[src/rtl/buffer_ctrl.sv]
// buffer_ctrl
//   Sequencing and arbitration controller for the packet data buffer.
//   Tracks which side owns the buffer (USB RX, host read-out, host TX fill,
//   USB TX) and issues the buffer store/get/clear/flush strobes. Requests that
//   would over- or under-run the buffer, or that arrive in the wrong state, are
//   refused with host_err and never reach the buffer.
//
// Ports
//   clk, n_rst        clock, asynchronous active-low reset
//   buffer_occ        current buffer occupancy (bytes)
//   host_write/read   host access requests, host_size selects 1/2/4 bytes
//   host_clear        software clear, highest priority
//   host_ack/err      per-cycle accept/refuse of a host request
//   rx_*              USB RX engine events
//   tx_*              USB TX engine events
//   store_rx_data     1-byte RX store strobe
//   get_rx_data       host RX read strobe (1=1B, 2=2B, 3=4B)
//   store_tx_data     host TX write strobe (same encoding)
//   get_tx_data       1-byte TX read strobe
//   clear, flush      buffer clear / flush strobes
//   rx_data_ready     level: received packet waiting for the host
//   tx_empty          level: sending and the buffer has run dry
//   overflow          sticky: an RX byte was dropped on a full buffer
//   pkt_len           bytes stored in the current/last RX packet
//
// Strobes, host_ack and host_err are Mealy outputs of the registered state and
// the current inputs; they are forced to zero while n_rst is low.
module buffer_ctrl #(
  parameter int unsigned DEPTH = 64
) (
  input  logic                     clk,
  input  logic                     n_rst,
  input  logic [$clog2(DEPTH):0]   buffer_occ,
  input  logic                     host_write,
  input  logic                     host_read,
  input  logic [1:0]               host_size,
  input  logic                     host_clear,
  output logic                     host_ack,
  output logic                     host_err,
  input  logic                     rx_start,
  input  logic                     rx_byte_valid,
  input  logic                     rx_done,
  input  logic                     rx_abort,
  input  logic                     tx_start,
  input  logic                     tx_byte_req,
  input  logic                     tx_done,
  output logic                     store_rx_data,
  output logic [1:0]               get_rx_data,
  output logic [1:0]               store_tx_data,
  output logic                     get_tx_data,
  output logic                     clear,
  output logic                     flush,
  output logic                     rx_data_ready,
  output logic                     tx_empty,
  output logic                     overflow,
  output logic [$clog2(DEPTH):0]   pkt_len
);

  localparam int unsigned OCC_W = $clog2(DEPTH) + 1;

  typedef logic [OCC_W-1:0] occ_t;
  // One extra bit so occupancy + access size cannot wrap.
  typedef logic [OCC_W:0]   sum_t;

  typedef enum logic [2:0] {
    IDLE,
    RX_ACTIVE,
    RX_READY,
    TX_FILL,
    TX_SEND
  } state_t;

  state_t state;
  state_t state_nxt;

  logic   ovf_set;
  logic   len_inc;
  logic   stats_clr;

  sum_t   req_n;
  logic [1:0] req_code;
  logic   wr_fits;
  logic   rd_fits;
  logic   occ_full;
  logic   occ_empty;

  // Access size decode: bytes moved and the matching strobe code.
  always_comb begin
    req_n    = sum_t'(4);
    req_code = 2'd3;
    case (host_size)
      2'd0: begin
        req_n    = sum_t'(1);
        req_code = 2'd1;
      end
      2'd1: begin
        req_n    = sum_t'(2);
        req_code = 2'd2;
      end
      default: begin
        req_n    = sum_t'(4);
        req_code = 2'd3;
      end
    endcase
  end

  assign wr_fits   = (sum_t'(buffer_occ) + req_n) <= sum_t'(DEPTH);
  assign rd_fits   = sum_t'(buffer_occ) >= req_n;
  assign occ_full  = buffer_occ >= occ_t'(DEPTH);
  assign occ_empty = (buffer_occ == '0);

  // Request arbitration and strobe generation.
  always_comb begin
    state_nxt     = state;
    host_ack      = 1'b0;
    host_err      = 1'b0;
    store_rx_data = 1'b0;
    get_rx_data   = '0;
    store_tx_data = '0;
    get_tx_data   = 1'b0;
    clear         = 1'b0;
    flush         = 1'b0;
    ovf_set       = 1'b0;
    len_inc       = 1'b0;
    stats_clr     = 1'b0;

    if (!n_rst) begin
      state_nxt = IDLE;
    end else if (host_clear) begin
      clear     = 1'b1;
      stats_clr = 1'b1;
      state_nxt = IDLE;
    end else begin
      case (state)
        IDLE: begin
          if (rx_start) begin
            clear     = 1'b1;
            stats_clr = 1'b1;
            state_nxt = RX_ACTIVE;
            host_err  = host_write | host_read;
          end else if (host_write) begin
            // The first write of a TX fill is served in the same cycle.
            state_nxt = TX_FILL;
            if (wr_fits) begin
              store_tx_data = req_code;
              host_ack      = 1'b1;
            end else begin
              host_err = 1'b1;
            end
          end else if (host_read) begin
            host_err = 1'b1;
          end
        end

        RX_ACTIVE: begin
          host_err = host_write | host_read;
          if (rx_abort) begin
            flush     = 1'b1;
            state_nxt = IDLE;
          end else begin
            if (rx_byte_valid) begin
              if (!occ_full) begin
                store_rx_data = 1'b1;
                len_inc       = 1'b1;
              end else begin
                ovf_set = 1'b1;
              end
            end
            if (rx_done) begin
              state_nxt = RX_READY;
            end
          end
        end

        RX_READY: begin
          if (host_write) begin
            host_err = 1'b1;
          end else if (host_read) begin
            if (rd_fits) begin
              get_rx_data = req_code;
              host_ack    = 1'b1;
            end else begin
              host_err = 1'b1;
            end
          end
          if (!host_read && occ_empty) begin
            state_nxt = IDLE;
          end
        end

        TX_FILL: begin
          if (tx_start) begin
            state_nxt = TX_SEND;
            host_err  = host_write | host_read;
          end else if (host_write) begin
            if (wr_fits) begin
              store_tx_data = req_code;
              host_ack      = 1'b1;
            end else begin
              host_err = 1'b1;
            end
          end else if (host_read) begin
            host_err = 1'b1;
          end
        end

        TX_SEND: begin
          host_err = host_write | host_read;
          if (tx_done) begin
            flush     = 1'b1;
            state_nxt = IDLE;
          end else if (tx_byte_req && !occ_empty) begin
            get_tx_data = 1'b1;
          end
        end

        default: begin
          state_nxt = IDLE;
        end
      endcase
    end
  end

  always_ff @(posedge clk or negedge n_rst) begin
    if (!n_rst) begin
      state    <= IDLE;
      overflow <= 1'b0;
      pkt_len  <= '0;
    end else begin
      state <= state_nxt;
      if (stats_clr) begin
        overflow <= 1'b0;
        pkt_len  <= '0;
      end else begin
        if (ovf_set) begin
          overflow <= 1'b1;
        end
        if (len_inc) begin
          pkt_len <= pkt_len + 1'b1;
        end
      end
    end
  end

  assign rx_data_ready = (state == RX_READY);
  assign tx_empty      = (state == TX_SEND) && occ_empty;

endmodule

[config.mk]
export PLATFORM = sky130hd
export DESIGN_NAME = buffer_ctrl
export DESIGN_NICKNAME = d
export VERILOG_FILES = /design/src/rtl/buffer_ctrl.sv
export SDC_FILE = /design/constraint.sdc
export NUM_CORES = 1
export LEC_CHECK = 0
export CORE_MARGIN = 2
export CORE_UTILIZATION = 42
export CTS_CLUSTER_SIZE = 40
export DETAILED_ROUTE_END_ITERATION = 12
export PLACE_DENSITY = 0.74
export SLEW_MARGIN = 20
export SYNTH_ARGS = -nofsm -noshare
export SYNTH_HDL_FRONTEND = slang
export SYNTH_SLANG_ARGS = --single-unit
[constraint.sdc]
create_clock -name clk -period 11.09 [get_ports clk]
set_input_delay 3.327 -clock clk [delete_from_list [all_inputs] [get_ports clk]]
set_output_delay 3.327 -clock clk [all_outputs]
set_load 0.01 [all_outputs]
Yosys cells after proc, flatten, opt, wreduce, memory -nomap -nowiden
Index checks and enable logic that the tools add are counted.
{"block": "word_totals", "output_inout_bits": 20, "ff_bits": 11, "in_bits": 21, "wordCells": 107}
{"block": "op_classes", "reduce_logical": 12, "n_addsub": 2, "magnitude_cmp": 3, "muxes": 76, "bitwise": 1, "n_eq_ne": 10}
{"operator": "1-bit 2-to-1 mux", "n": 46}
{"operator": "3-bit 2-to-1 mux", "n": 9}
{"operator": "2-bit 2-to-1 mux", "n": 12}
{"operator": "3-bit case mux with 5 select lines", "n": 1}
{"operator": "7-bit 2-to-1 mux", "n": 2}
{"operator": "5-bit inequality test, second input constant", "n": 2}
{"operator": "7-bit by 8-bit adder with 8-bit output", "n": 1}
{"operator": "7-bit by 8-bit greater-or-equal comparator with 1-bit output", "n": 1}
{"operator": "8-bit by 7-bit <= comparator with 1-bit output, second input constant", "n": 1}
{"operator": "4-bit inequality test, second input constant", "n": 2}
{"operator": "2-bit case mux with 2 select lines", "n": 2}
{"operator": "7-bit by 1-bit adder with 7-bit output, second input constant", "n": 1}
{"operator": "7-bit greater-or-equal comparator, second input constant", "n": 1}
{"operator": "7-bit zero test", "n": 1}
{"operator": "3-bit by 2-bit == test with 1-bit output, second input constant", "n": 2}
{"operator": "3-bit case mux with 2 select lines", "n": 1}
{"operator": "5-bit AND reduction", "n": 1}
{"operator": "4-bit by 3-bit inequality test with 1-bit output, second input constant", "n": 1}
{"operator": "1-bit case mux with 4 select lines", "n": 1}
{"operator": "2-bit nonzero test", "n": 2}
{"operator": "3-bit by 1-bit == test with 1-bit output, second input constant", "n": 1}
{"operator": "3-bit == test, second input constant", "n": 1}
{"operator": "1-bit logical AND", "n": 3}
{"operator": "3-bit zero test", "n": 1}
{"operator": "other kinds (7)", "n": 8}

Logic depth before layout (Yosys ltp)
{"block": "logic_depth", "ltp_word": 10, "ltp_mapped": 9, "depth_no_buf": 9}

Least setup slack after synthesis
Ideal clock, no wire load.
{"block": "synth_path", "kind": "input -> output", "startpoint": "input port host_size[0]", "endpoint": "output port host_ack", "n_path_buf": 0, "t_arrival_ps": 5060, "stages": 8, "path_slack_ps": 2703, "path_cell_list": "nor2_1 -> ha_1 -> fa_1 -> nor3b_1 -> o22ai_1 -> a21oi_1 -> nand2_1 -> o21ai_0"}
{"block": "synth_via", "elab_chain_len": 10}
{"item": "from (decl)", "line": "36", "source": "input logic [1:0] host_size,"}
{"item": "2-bit by 1-bit == test with 1-bit output or 2-bit zero test (tied branches)", "line": "91", "source": "case (host_size)"}
{"item": "3-bit case mux with 2 select lines (*)", "line": "91"}
{"item": "7-bit by 8-bit adder with 8-bit output", "line": "107", "source": "assign wr_fits = (sum_t'(buffer_occ) + req_n) <= sum_t'(DEPTH);"}
{"item": "8-bit by 7-bit <= comparator with 1-bit output", "line": "107"}
{"item": "1-bit 2-to-1 mux", "line": "144, 196"}
{"item": "1-bit 2-to-1 mux", "line": "195", "source": "end else if (host_write) begin"}
{"item": "1-bit 2-to-1 mux, on equally long branches", "line": "192, 136"}
{"item": "1-bit case mux with 3 select lines (*)", "line": "134", "source": "case (state)"}
{"item": "1-bit 2-to-1 mux (*)", "line": "129", "source": "end else if (host_clear) begin"}
{"item": "1-bit 2-to-1 mux (*)", "line": "127", "source": "if (!n_rst) begin"}
{"item": "to (decl)", "line": "38", "source": "output logic host_ack,"}
Mark *: on every way between the ends. The rest lies on a longest branch, timed or not.

Worst setup path in the final report
{"block": "layout_path", "startpoint": "input port host_size[1]", "endpoint": "output port host_ack"}
The elaborated chain is that of the path after synthesis.

==> impl_metrics.tcl <==
set metrics [dict create \
    cts_made_buffers 3 \
    timing.fmax_mhz 104 \
    grt_max_degree 17 \
    max_stage_delay_ns 0.57 \
    yosysSeqAreaShare 0.247 \
    final_common_cell "clkdlybuf4s50_1" \
    status "finished, final reports clean" \
    clkPwrFrac 0.265 \
    hold_buffers 0 \
    switchingPower_uw 31.0 \
    endpoint_kind "output pin" \
    cellLeakagePower_uw 0.000630 \
    gr-total-overflow 0 \
    hpwlAfterDp_mm 2.27 \
    coreArea_sq_um 2500 \
    core.rowCount 18 \
    synth_warnings 0 \
    synth_top_family_by_area "simple AND/OR/NAND/NOR gates" \
    hold_path_class "register to register" \
    die_area_sq_um 3090 \
    ys_ff_latch 11 \
    intPower_uw 71.6 \
    swShare 0.302 \
    clk_pin_slew_ns 0.07 \
    firstDrtPassIters 4 \
    synth_compound_area_frac 0.189 \
    synth_nets 170 \
    drv_slew 0 \
    worstPathCellList "clkdlybuf4s50_1, nor2_1, ha_1, fa_1, nor3b_1, o22ai_1, a21oi_1, nand2_1, o21ai_0, clkdlybuf4s50_1" \
    postCtsSetupRepairBufs 0 \
    place_congestion 0.868 \
    critPathKind "primary input to output pin" \
    combPwrFrac 0.322 \
    arrival_ns 6.31 \
    cts_resized 0 \
    netlist_area_sq_um 1120 \
    diodes 0 \
    reg2reg_depth 6 \
    htreeDepth 1 \
    async_flop_share 1.00 \
    die_w_um 55.6 \
    vias 1125 \
    area_growth_pct 38.0 \
    muxShareOfSynthArea 0.0179 \
    grt_pass1_wl_mm 4.62 \
    wl_mm 2.83 \
    start_util 0.446 \
    hold_viol_final 0 \
    syn_inst 141 \
    rsz0062_at_grt "no" \
    relSlewSlack 0.589 \
    min_period_over_period 0.869 \
    tightest_slew_ns 0.614 \
    path_depth 10 \
    synth-adder-area-share 0.0964 \
    synth-simple-area-share 0.343 \
    drt-initial-drc-count 28 \
    postRouteAntennaNets 0 \
    period_needed_ns 9.64 \
    cts_sinks 11 \
    ioPinCount 41 \
    placed_area_sq_um 1510 \
    final_area_sq_um 1540 \
    cp_common_cell "clkdlybuf4s50_1" \
    synth_edf_count 0 \
    power_frac_seq 0.412 \
    ys.flop_type "dfrtp_1" \
    grt_pass1_vias 1084 \
    die_h_um 55.6 \
    skew_ns 0.00213 \
    setup_viol 0 \
    p_per_area_nw_per_um2 66.6 \
    crit_required_ns 7.76 \
    setup_tns_ns 0 \
    io_buffer_count 40 \
    worstPathMaxFanout 4 \
    root_buffer "clkbuf_4" \
    cpLargestDelayFamily "buffers and inverters" \
    antenna_found_initial 0 \
    drc_errors 0 \
    post_synth_xor_area_fraction 0.0471 \
    cts_buffer_depth 2 \
    vias_per_cell 5.43 \
    holdPathStages 2 \
    grt_usage 0.185 \
    synth.distinct_cells 47 \
    detail_route.wl_per_cell_um 13.7 \
    nets 207 \
    drive_gt1_frac 0.0565 \
    cp_slowest_cell "clkdlybuf4s50_1" \
    final_cell_mix "clkdlybuf4s50_1 (40), nor2_1 (22), dfrtp_1 (11)" \
    cap_violations 0 \
    ir_worst_vdd_mv 0.0659 \
    path_buf_inv 2 \
    tritoncts "built" \
    avgSynthCellArea_sq_um 7.92 \
    clock_latency_ns 0.27 \
    cp-start-kind "primary input" \
]
-- power by group through the flow --
stage          combinational [uW]  sequential (uW)  clock [uW]
6_report                     33.1             42.3        27.2
5_1_grt                      36.6             42.5        29.8
4_1_cts                      33.3             42.3        28.7
3_5_place_dp                 33.1             43.0           0
3_3_place_gp                 32.2             43.0           0
2_1_floorplan                19.4             41.9           0
-- registers in the layout, indices dropped and copies added, names as in the netlist --
register  count
state         3
overflow      1
pkt_len       7
-- synthesized netlist by cell type (4+ instances only) --
master | n | area, sq um
nor4_1 | 4 | 25.0
nand2_1 | 7 | 26.3
xor2_1 | 4 | 35.0
inv_1 | 7 | 26.3
ha_1 | 7 | 87.6
clkbuf_1 | 5 | 18.8
a21oi_1 | 8 | 40.0
nand3b_1 | 4 | 30.0
nor3_1 | 6 | 30.0
nor2b_1 | 4 | 25.0
dfrtp_1 | 11 | 275
nor2_1 | 22 | 82.6
o21ai_0 | 8 | 40.0
-- kinds of logic (layout without fill, tap and decap cells) --
group                      after synthesis  after routing
DFF                                     11             11
muxes                                    2              2
and+or+nand+nor                         68             68
xor gates and xnor gates                 6              6
AOI/OAI and AO/OA                       31             31
adders and majority gates                8              8
buffers and inverters                   15             51
-- metrics by stage --
| stage | hold WS (ns) | power (uW) | std cells | utilization | setup slack, ns |
|---|---|---|---|---|---|
| after floorplan | 0.526 | 61.3 | 141 | - | 2.70 |
| after global placement | 0.484 | 75.2 | 203 | 0.606 | 1.54 |
| after detailed placement | 0.502 | 76.1 | 203 | 0.606 | 1.44 |
| after CTS | 0.522 | 104 | 207 | 0.616 | 1.43 |
| after global routing | 0.572 | 109 | 207 | 0.616 | 1.18 |
| final | 0.511 | 103 | 207 | 0.616 | 1.45 |
-- path summary, 6_finish.rpt --
kind	startpoint	to	slack (ns)
worst max-delay path	host_size[1]	host_ack	1.45
worst min-delay path	overflow$_DFFE_PN0P_	overflow$_DFFE_PN0P_	0.51
worst max register to register	state[0]$_DFFE_PN0P_	pkt_len[5]$_DFFE_PN0P_	8.97
worst min register to register	overflow$_DFFE_PN0P_	overflow$_DFFE_PN0P_	0.51
max in group asynchronous	n_rst	state[0]$_DFFE_PN0P_	7.25
min in group asynchronous	n_rst	pkt_len[3]$_DFFE_PN0P_	3.44
-- layout make-up --
class | count | area, sq um
clock buffers | 4 | 26.3
multi-input cells | 115 | 774
fillers | 231 | 960
repair buffers | 40 | 400
flip-flops and latches | 11 | 275
inverters | 7 | 26.3
well taps | 30 | 37.5
-- routing by layer --
layer,global-route usage,vias to the layer above,share of wire,routed length [um]
met3,0.0164,2,0.044,124
met4,0.0732,0,0.0032,9
li1,-,574,-,-
met1,0.234,515,0.46,1300
met5,0,-,0,0
met2,0.323,34,0.49,1400
-- worst reg2reg max path: cells and delay by family, from the launching register on --
kind               cells  cell delay (ns)
AOI/OAI and AO/OA      1             0.14
DFF                    1             0.57
and+or+nand+nor        5             1.34
(Power assumes the default switching activity.)
